===== src/rtl/cnn_pkg.sv =====
// Shared CNN datapath constants and the output-writer FSM state type.
package cnn_pkg;
  localparam int RES_W      = 34;
  localparam int OUT_W      = 16;
  localparam int LANES      = 4;
  localparam int ADDR_W     = 8;
  localparam int FRAC_SHIFT = 8;

  typedef enum logic [1:0] {IDLE, COLLECT, WRITE, DONE} wr_state_t;
endpackage


===== src/rtl/ofm_quant.sv =====
// Requantizer: arithmetic shift, saturate to Q_W signed bits.
// With OFM_RELU_EN defined, negative results are clamped to zero after saturation.
module ofm_quant #(
  parameter int IN_W  = 34,
  parameter int Q_W   = 16,
  parameter int SHIFT = 8
) (
  input  logic [IN_W-1:0] din,
  output logic [Q_W-1:0]  q
);
  localparam logic signed [IN_W-1:0] MAX_V = IN_W'((64'sd1 <<< (Q_W-1)) - 64'sd1);
  localparam logic signed [IN_W-1:0] MIN_V = ~MAX_V;

  logic signed [IN_W-1:0] shifted;
  logic [Q_W-1:0]         sat;

  assign shifted = $signed(din) >>> SHIFT;

  always_comb begin
    if (shifted > MAX_V)      sat = {1'b0, {(Q_W-1){1'b1}}};
    else if (shifted < MIN_V) sat = {1'b1, {(Q_W-1){1'b0}}};
    else                      sat = shifted[Q_W-1:0];
  end

`ifdef OFM_RELU_EN
  assign q = sat[Q_W-1] ? '0 : sat;
`else
  assign q = sat;
`endif
endmodule


===== src/rtl/ofm_writer.sv =====
// Output-feature-map writer: quantizes result beats, packs LANES per word, writes BRAM.
// Optional OFM_RELU_EN (in ofm_quant) fuses ReLU into writeback.
module ofm_writer
  import cnn_pkg::*;
#(
  parameter int                RES_W      = cnn_pkg::RES_W,
  parameter int                OUT_W      = cnn_pkg::OUT_W,
  parameter int                LANES      = cnn_pkg::LANES,
  parameter int                ADDR_W     = cnn_pkg::ADDR_W,
  parameter int                FRAC_SHIFT = cnn_pkg::FRAC_SHIFT,
  parameter logic [ADDR_W-1:0] BASE_ADDR  = '0,
  parameter int                NUM_WORDS  = 16
) (
  input  logic                   clk,
  input  logic                   rst_n,
  input  logic                   start,
  input  logic                   res_valid,
  input  logic [RES_W-1:0]       res_data,
  output logic                   res_ready,
  output logic                   ofm_en,
  output logic                   ofm_we,
  output logic [ADDR_W-1:0]      ofm_addr,
  output logic [OUT_W*LANES-1:0] ofm_din,
  output logic                   busy,
  output logic                   done,
  output logic [ADDR_W-1:0]      words_written
);
  localparam int LC_W = (LANES > 1) ? $clog2(LANES) : 1;

  wr_state_t                   state;
  logic [LC_W-1:0]             lane_cnt;
  logic [ADDR_W-1:0]           word_idx;
  logic [LANES-1:0][OUT_W-1:0] pack, pack_nxt;
  logic [OUT_W-1:0]            q;
  logic                        beat;

  ofm_quant #(.IN_W(RES_W), .Q_W(OUT_W), .SHIFT(FRAC_SHIFT)) u_quant (
    .din (res_data),
    .q   (q)
  );

  assign beat = res_valid && res_ready;

  // Word as it will look once the current beat lands; feeds ofm_din on the last lane.
  always_comb begin
    pack_nxt           = pack;
    pack_nxt[lane_cnt] = q;
  end

  always_ff @(posedge clk or negedge rst_n) begin
    if (!rst_n) begin
      state         <= IDLE;
      lane_cnt      <= '0;
      word_idx      <= '0;
      pack          <= '0;
      res_ready     <= 1'b0;
      ofm_en        <= 1'b0;
      ofm_we        <= 1'b0;
      ofm_addr      <= '0;
      ofm_din       <= '0;
      busy          <= 1'b0;
      done          <= 1'b0;
      words_written <= '0;
    end else begin
      case (state)
        IDLE: if (start) begin
          state         <= COLLECT;
          res_ready     <= 1'b1;
          busy          <= 1'b1;
          lane_cnt      <= '0;
          word_idx      <= '0;
          words_written <= '0;
          pack          <= '0;
        end
        COLLECT: if (beat) begin
          pack <= pack_nxt;
          if (lane_cnt == LC_W'(LANES-1)) begin
            state     <= WRITE;
            lane_cnt  <= '0;
            res_ready <= 1'b0;
            ofm_en    <= 1'b1;
            ofm_we    <= 1'b1;
            ofm_addr  <= BASE_ADDR + word_idx;
            ofm_din   <= pack_nxt;
          end else begin
            lane_cnt <= lane_cnt + LC_W'(1);
          end
        end
        WRITE: begin
          ofm_en        <= 1'b0;
          ofm_we        <= 1'b0;
          word_idx      <= word_idx + ADDR_W'(1);
          words_written <= words_written + ADDR_W'(1);
          if (word_idx == ADDR_W'(NUM_WORDS-1)) begin
            state <= DONE;
            done  <= 1'b1;
          end else begin
            state     <= COLLECT;
            res_ready <= 1'b1;
          end
        end
        DONE: begin
          state <= IDLE;
          done  <= 1'b0;
          busy  <= 1'b0;
        end
        default: state <= IDLE;
      endcase
    end
  end
endmodule


===== config.mk =====
export PLATFORM = sky130hd
export DESIGN_NAME = ofm_writer
export DESIGN_NICKNAME = d
export VERILOG_FILES = /design/src/rtl/cnn_pkg.sv /design/src/rtl/ofm_quant.sv /design/src/rtl/ofm_writer.sv
export SDC_FILE = /design/constraint.sdc
export NUM_CORES = 1
export LEC_CHECK = 0
export ABC_AREA = 0
export BUFFER_PORTS_ARGS = -buffer_cell sky130_fd_sc_hd__buf_2
export CAP_MARGIN = 10
export CORE_AREA = 5 5 123 125
export CTS_CLUSTER_DIAMETER = 150
export DETAILED_ROUTE_END_ITERATION = 10
export DIE_AREA = 0 0 128 130
export PLACE_DENSITY_LB_ADDON = 0.12
export SLEW_MARGIN = 40
export SYNTH_ARGS = -nofsm -noshare
export SYNTH_HDL_FRONTEND = slang
export SYNTH_HIERARCHICAL = 1
export SYNTH_SLANG_ARGS = --single-unit

===== constraint.sdc =====
create_clock -name clk -period 1.75 [get_ports clk]
set_clock_uncertainty 0.15 [all_clocks]
set_input_delay 0 -clock clk [delete_from_list [all_inputs] [get_ports clk]]
set_output_delay 0 -clock clk [all_outputs]
set_load 0.01 [all_outputs]

# Yosys cells after proc, flatten, opt, wreduce, memory -nomap -nowiden
# Cells that the tools add are included.
[totals] out_inout_bits=85 ff_bits=160 wordCells=79 in_bits=38
[classes] n_addsub=3 n_lt_le_gt_ge=4 n_mux=31 n_reduce_logical=17 eq_ne=10
[op_table] op="64-bit two-way mux" count=2
[op_table] op="64-bit case mux with 2 select lines" count=1
[op_table] op="64-bit bitwise mux" count=1
[op_table] op="16-bit two-way mux" count=3
[op_table] op="16-bit demux with 2-bit select" count=1
[op_table] op="8-bit case mux with 2 select lines" count=2
[op_table] op="26-bit by 16-bit > comparator with 1-bit output (second input constant)" count=1
[op_table] op="26-bit by 16-bit less-than comparator with 1-bit output (second input constant)" count=1
[op_table] op="8-bit by 1-bit adder with 8-bit output (second input constant)" count=2
[op_table] op="2-bit two-way mux" count=7
[op_table] op="3-bit AND reduction" count=4
[op_table] op="2-bit != test (second input constant)" count=5
[op_table] op="2-bit nonzero test" count=5
[op_table] op="8-bit by 4-bit equality test with 1-bit output (second input constant)" count=1
[op_table] op="8-bit two-way mux" count=1
[op_table] op="2-bit case mux with 4 select lines" count=1
[op_table] op="1-bit two-way mux" count=7
[op_table] op="2-bit equality test (second input constant)" count=3
[op_table] op="1-bit case mux with 2 select lines" count=3
[op_table] op="2-bit AND reduction" count=3
[op_table] op="5-bit AND reduction" count=1
[op_table] op="2-bit case mux with 2 select lines" count=1
[op_table] op="2-bit by 3-bit less-than comparator with 1-bit output (second input constant)" count=1
[op_table] op="1-bit case mux with 3 select lines" count=1
[op_table] op="6 further kinds" count=7

# Longest topological paths before layout
# Gate-level depths: netlist of run 1.
[logic_depth] word_depth=7 ltp_mapped=8

# Hierarchy
# Netlist of run 1, hierarchy kept.
[by_module_without_submodules] module="ofm_writer" cells_each=629 area_each_um2=6478.7 instances=1 seq_area_each_um2=3603.5
[by_module_without_submodules] module="ofm_quant" cells_each=47 area_each_um2=327.8 instances=1 seq_area_each_um2=0.0

# Worst setup path before layout of run 1
# Ideal clock, no wire load.
[synth_path] path_type="register to register" from="register lane_cnt[0]" to="register ofm_addr[0]" required_time_ns=1.473 arrival_ns=1.519 setup_time_ns=0.127 path_slack_ns=-0.046 path_stages_with_launch=7 period_less_slack_ns=1.796 n_path_buf=2 cell_sequence="dfrtp_1 ha_1 and3_1 nand3_2 buf_6 buf_6 mux2_1"
[synth_between] elab_chain_cells=2
[synth_rtl] element="start: declaration" line="ofm_writer.sv:31" text="logic [LC_W-1:0] lane_cnt;"
[synth_rtl] element="start signal: assignment" line="ofm_writer.sv:86" text="lane_cnt <= lane_cnt + LC_W'(1);"
[synth_rtl] element="2-bit equality test" line="ofm_writer.sv:77" text="if (lane_cnt == LC_W'(LANES-1)) begin"
[synth_rtl] element="3-bit AND reduction (no source line)"
[synth_rtl] element="end signal: assignment" line="ofm_writer.sv:83" text="ofm_addr <= BASE_ADDR + word_idx;"
[synth_rtl] element="end: declaration" line="ofm_writer.sv:22" text="output logic [ADDR_W-1:0] ofm_addr,"
# No other way between the ends.
# A chain may end at the register's enable or synchronous reset.

# Worst setup path after layout of run 1
[layout_path] from="register lane_cnt[0]" to="register ofm_din[4]"
[layout_between] elab_chain_cells=5 word_cells_on_any_way=8
[layout_rtl] element="2-bit by 3-bit less-than comparator with 1-bit output (not written as such) / 2-bit by 1-bit greater-or-equal comparator with 1-bit output (equally long branches)" line="ofm_writer.sv:47" text="pack_nxt[lane_cnt] = q;"
[layout_rtl] element="1-bit logical AND (not written as such)" line="ofm_writer.sv:47"
[layout_rtl] element="16-bit two-way mux (not written as such)" line="ofm_writer.sv:47"
[layout_rtl] element="16-bit demux with 2-bit select" line="ofm_writer.sv:47"
[layout_rtl] element="64-bit bitwise mux" line="ofm_writer.sv:47"
[layout_rtl] element="end signal: assignment" line="ofm_writer.sv:84" text="ofm_din <= pack_nxt;"
[layout_rtl] element="end: declaration" line="ofm_writer.sv:23" text="output logic [OUT_W*LANES-1:0] ofm_din,"
# Parallel ways exist; a longest one is shown, timed or not.

==> results.toml, run 1 <==
[status]
status = "finished, final reports clean"

[worst_setup_path]
critical_path_class = "flop to flop"
endpoint_kind = "flop"
r2r_setup_slack_ns = 0.05
crit_arrival_ns = 1.83
r2r.worst_path.cells = 6
cp-start-kind = "flop"
worstPathMaxFanout = 32
cp.required_ns = 1.88

[floorplanning]
core_sq_mm = 0.0138
num_io_pins = 123
core.rowCount = 43
die_h_microns = 130
die_area_sq_mm = 0.0166
initial_core_util = 0.494
die_w_microns = 128

[route]
vias = 5883
dr.pass1.iters = 6
ant_nets = 0
detail_route.wl_per_cell_microns = 19.2
routed_wl_microns = 19300
vias_per_cell = 5.87
first_iter_violations = 682
drc = 0

[min_path]
hold_class = "input port to flop"
hold_depth = 6

[clocking]
clk_latency_ns = 0.41
clk_pin_slew_ns = 0.06
cts_sinks = 144
root_buffer = "clkbuf_16"
cts_buffer_depth = 2
cts_buffers = 17
cts_tree = "done"
h-tree-depth = 4

[placed_design]
io_buffers = 114
place_congestion = 0.938
place_area_sq_mm = 0.00789
dp.cells = 960
place_ws_ns = -0.245
dp.final_hpwl_microns = 12800

[final_layout]
layout-drive-gt1-share = 0.282
syn_to_final_growth_pct = 27.7
n_antenna_cell = 0
nets = 855
fin_cells = 1003
design_area_sq_mm = 0.00869
utilization = 0.631

[synthesis]
ys_warn_count = 6
ys_ff_latch = 144
synth-seq-area-share = 0.529
synth_edf_count = 0
ys_async_sr_fraction = 1.00
synth_area_leaders = "dfrtp_1, o21ai_0, mux2i_1, nand3_1, nand2_1"
synth-main-ff-cell = "dfrtp_1"
synth_top_area_share = 0.529
ys_types = 43
synth.cell_area_sq_mm = 0.00681
yosys.area.top_type = "dfrtp_1"
synth_nets = 720
synthCells = 676
syn_avg_cell_area_sq_um = 10.1

[global_routing]
first_global_vias = 5878
antenna_found_initial = 0
grt-ovfl-total = 0
grt_max_degree = 54
gr-usage-all-layers = 0.237
grt_pass1_wl_microns = 30800

[power]
power.leakage_uw = 0.00418
ir_drop_mv = 0.774
power.density_mw_per_mm2 = 1590

[job]
cap_violations = 0

[timing]
max-slew-margin-rel = 0.431
min_period_ns = 1.70
max_freq_ghz = 0.587
worst_slew_pin_slew_ns = 0.850
finalSetupViolCount = 0
slew_viol_final = 0
rsz0062_at_grt = "yes"
period_share = 0.974
final.setup.tns_ns = 0
setup_ws_ns = 0.0454
finalHoldViolCount = 0
==> final timing paths <==
kind	startpoint	to
min in group asynchronous	rst_n	ofm_din[5]
setup / recovery	lane_cnt[0]	ofm_din[4]
max in group asynchronous	rst_n	state[0]
hold / removal	res_data[22]	pack[46]
setup reg to reg	lane_cnt[0]	ofm_din[4]
hold reg to reg	done	done
==> registers in the layout, summed over array words and instances (netlist names) <==
signal and count:
busy 1, done 1, lane_cnt 2, ofm_addr 8, ofm_din 64, ofm_we 1, pack 48, res_ready 1
state 2, word_idx 8, words_written 8
==> worst max-delay path: stages (launching register included) <==
cell	delay [ns]
dfrtp_1	0.38
buf_4	0.15
inv_1	0.08
ha_1	0.21
buf_12	0.23
mux2i_1	0.27
o21ai_0	0.11
==> layer usage <==
layer,track usage,share of wire,vias to the layer above,routed length [microns]
met4,0.111,0.027,0,512
li1,-,-,2683,-
met1,0.314,0.42,2923,8090
met2,0.380,0.49,237,9520
met3,0.0434,0.060,40,1160
met5,0,0,-,0
==> cells in the mapped netlist (7+ instances only) <==
cell type and number:
buf_6 7, a22o_1 7, nand3_1 60, nand2_1 67
mux2_1 13, buf_1 8, mux2_2 7, a2bb2oi_1 15
mux2i_1 51, dfrtp_1 144, clkbuf_1 39, o21ai_0 153
buf_2 16, nand4_1 16
==> what timing repair did <==
item                                   CTS  global route
setup endpoints to repair               55            83
setup buffers                            1             1
gates resized for setup                  6            15
endpoints found under the hold margin  160             2
hold buffers                             9             1
==> cell families (layout without fill, tap and decap cells) <==
group	count (synthesis)	count (layout)	synth area share
xor gates and xnor gates	2	2	0.00257
DFF	144	144	0.529
AOI/OAI and AO/OA	194	194	0.161
and+or+nand+nor	178	178	0.131
muxes	71	71	0.108
adders and majority gates	6	6	0.0110
buffers and inverters	81	228	0.0574
==> area by class of cell <==
| class | instances | area, sq um |
|---|---|---|
| inverters | 6 | 22.5 |
| clock buffers | 21 | 450 |
| clock inverters | 10 | 185 |
| flip-flops and latches | 144 | 3600 |
| well taps | 180 | 225 |
| multi-input cells | 451 | 2870 |
| fillers | 1145 | 5080 |
| repair buffers | 191 | 1340 |
==> cells in the final DEF (no fill, tap or decap), types with 3 or more instances in the layout <==
| cell type | n |
|---|---|
| nand3_1 | 59 |
| buf_2 | 114 |
| nand4_1 | 16 |
| and4_1 | 3 |
| a2bb2oi_2 | 3 |
| clkbuf_1 | 3 |
| buf_12 | 12 |
| o21ai_0 | 146 |
| bufinv_16 | 5 |
| nor3_1 | 3 |
| o211ai_1 | 4 |
| a21o_1 | 3 |
| a2bb2oi_1 | 12 |
| buf_4 | 52 |
| nor2b_1 | 5 |
| mux2_2 | 7 |
| clkbuf_16 | 17 |
| dfrtp_1 | 143 |
| nand2_1 | 67 |
| inv_1 | 6 |
| nor4_1 | 3 |
| dlygate4sd3_1 | 10 |
| mux2_1 | 13 |
| and2_1 | 4 |
| a22o_1 | 7 |
| ha_1 | 4 |
| mux2i_1 | 49 |
| or4_1 | 3 |
| o21ai_1 | 11 |
==> power breakdown <==
group	switching [uW]	internal, uW
Clock	1340	2560
Combinational	2730	2040
Sequential	690	4490
Total	4760	9090
==> per-stage QoR <==
step	hold slack (ns)	total power (uW)
5_1_grt	0.0316	14700
6_report	0.0278	13900
3_5_place_dp	-0.159	9880
2_1_floorplan	-0.446	7840
4_1_cts	0.00604	13900
3_3_place_gp	-0.165	9710
Note: power is estimated with default switching activity, not from simulation.
==> inputs of run 2 (changes only) <==
==> constraint.sdc (replaced) <==
create_clock -name clk -period 1.75 [get_ports clk]
set_clock_uncertainty 0.15 [all_clocks]
set_input_delay 0.2625 -clock clk [delete_from_list [all_inputs] [get_ports clk]]
set_output_delay 0.2625 -clock clk [all_outputs]
set_load 0.01 [all_outputs]
==> run 2 against run 1 <==
- power down 1.2%
- critical path type is now input port to flop
- sequential power about the same
- largest power group unchanged
- critical endpoint is now ofm_din[59]
- clock power down 5%
- critical path depth up 1
==> results.toml, run 2 (same netlist as run 1, synthesis figures left out) <==
[final_layout]
fill_cells = 1148
top_register = "ofm_din"
largestRegisters = "ofm_din (64), pack (48)"
multi_input_area_sq_mm = 0.00287
largest_reg_flops = 64
regArea_sq_mm = 0.00360
layout-drive-gt1-share = 0.289
n_antenna_cell = 0
final_cell_mix = "o21ai_0, dfrtp_1, buf_2"
nets = 850
syn_to_final_growth_pct = 27.4

[worst_setup_path]
critPathLaunch = "res_data[23]"
endpoint_kind = "flop"
cp-start-kind = "input port"
regToRegEndpoint = "ofm_din[33]"
endpoint = "ofm_din[59]"
crit_arrival_ns = 1.91
cp.required_ns = 1.95
r2r_setup_slack_ns = 0.05
r2r.worst_path.cells = 6
r2r_start = "lane_cnt[0]"
critical_path_class = "input port to flop"
worstPathMaxFanout = 7

[clocking]
cts_buffers = 17
cts_sinks = 144
cts_tree = "done"
cts_setup_buffers = 0
clk_latency_ns = 0.42
h-tree-depth = 4
root_buffer = "clkbuf_16"
cts_buffer_depth = 2
clk_pin_slew_ns = 0.06

[route]
vias_per_cell = 5.75
drc = 0
vias = 5741
dr.pass1.iters = 7
first_iter_violations = 559
routed_wl_microns = 19900
ant_nets = 0
detail_route.wl_per_cell_microns = 19.9

[global_routing]
gr-usage-all-layers = 0.236
grt_pass1_wl_microns = 30600
grt_max_degree = 49
antenna_found_initial = 0
first_global_vias = 5690
grt-ovfl-total = 0

[placed_design]
dp.final_hpwl_microns = 12900
io_buffers = 114
place_congestion = 0.915

[floorplanning]
core_sq_mm = 0.0138
die_h_microns = 130
die_area_sq_mm = 0.0166
num_io_pins = 123
die_w_microns = 128
core.rowCount = 43
initial_core_util = 0.494

[timing]
rsz0062_at_grt = "yes"
worst_slew_pin_slew_ns = 0.843
min_period_ns = 1.71
finalSetupViolCount = 0
max-slew-margin-rel = 0.436
timing.hold.ws_ns = 0.0634
max_freq_ghz = 0.586
finalHoldViolCount = 0
slew_viol_final = 0
period_share = 0.975

[power]
power.leakage_uw = 0.00418
power.density_mw_per_mm2 = 1580
ir_drop_mv = 1.08
p_total_uw = 13700

[status]
status = "finished, final reports clean"

[job]
cap_violations = 0

[min_path]
hold_class = "input port to flop"
## run 2: repair_timing
item / in CTS / in global routing
pin swaps: 0 / 1
hold buffers: 1 / 0
resized for setup: 5 / 20
cloned: 0 / 3
endpoints found under the setup margin: 32 / 42
hold endpoints to repair: 126 / 0
## run 2: critical path, cell delays in order
cell	delay (ns)
buf_2	0.09
and4_1	0.34
nand4_1	0.14
a2bb2oi_1	0.70
nor2b_1	0.12
nor3_1	0.16
a21o_1	0.10
## run 2: cell type report
type	instances	area share
Tap cell	180	0.0260
Timing Repair Buffer	186	0.154
Sequential cell	144	0.416
Inverter	6	0.00260
Multi-Input combinational cell	451	0.331
Clock buffer	22	0.0547
Clock inverter	10	0.0154
## run 2: how the worst min path moves through the flow
stage | depth (start not counted) | slack, ns | from | to
global placement | 1 | 0.05 | rst_n | ofm_din[48]
detailed placement | 1 | 0.05 | rst_n | ofm_din[48]
CTS | 3 | 0.05 | start | busy
finish | 3 | 0.06 | start | busy
floorplan | 0 | -0.18 | rst_n | busy
global route | 3 | 0.1 | start | busy
## run 2: metal layers
layer / vias to the layer above / wire length, microns / track usage
li1: 2677 / - / -
met1: 2851 / 8580 / 0.321
met2: 188 / 9910 / 0.381
met3: 25 / 1070 / 0.0422
met4: 0 / 362 / 0.0905
met5: - / 0 / 0
## run 2: power breakdown
group | internal, uW | switching (uW) | leakage, uW | total [uW]
Clock | 2350 | 1360 | 0.000296 | 3710
Combinational | 2060 | 2750 | 0.00196 | 4810
Sequential | 4490 | 682 | 0.00193 | 5170
Total | 8900 | 4790 | 0.00418 | 13700
## run 2: stage by stage
step	worst slack [ns]	instance area, sq um	std cells	util	setup TNS, ns
finish	0.0433	8670	999	0.629	0
global route	-0.0429	8670	999	0.629	-0.204
CTS	0.0169	8540	996	0.620	0
detailed placement	-0.452	7910	963	0.574	-25.51
global placement	-0.424	7900	963	0.574	-20.39
floorplan	-0.0227	6810	676	-	-0.249
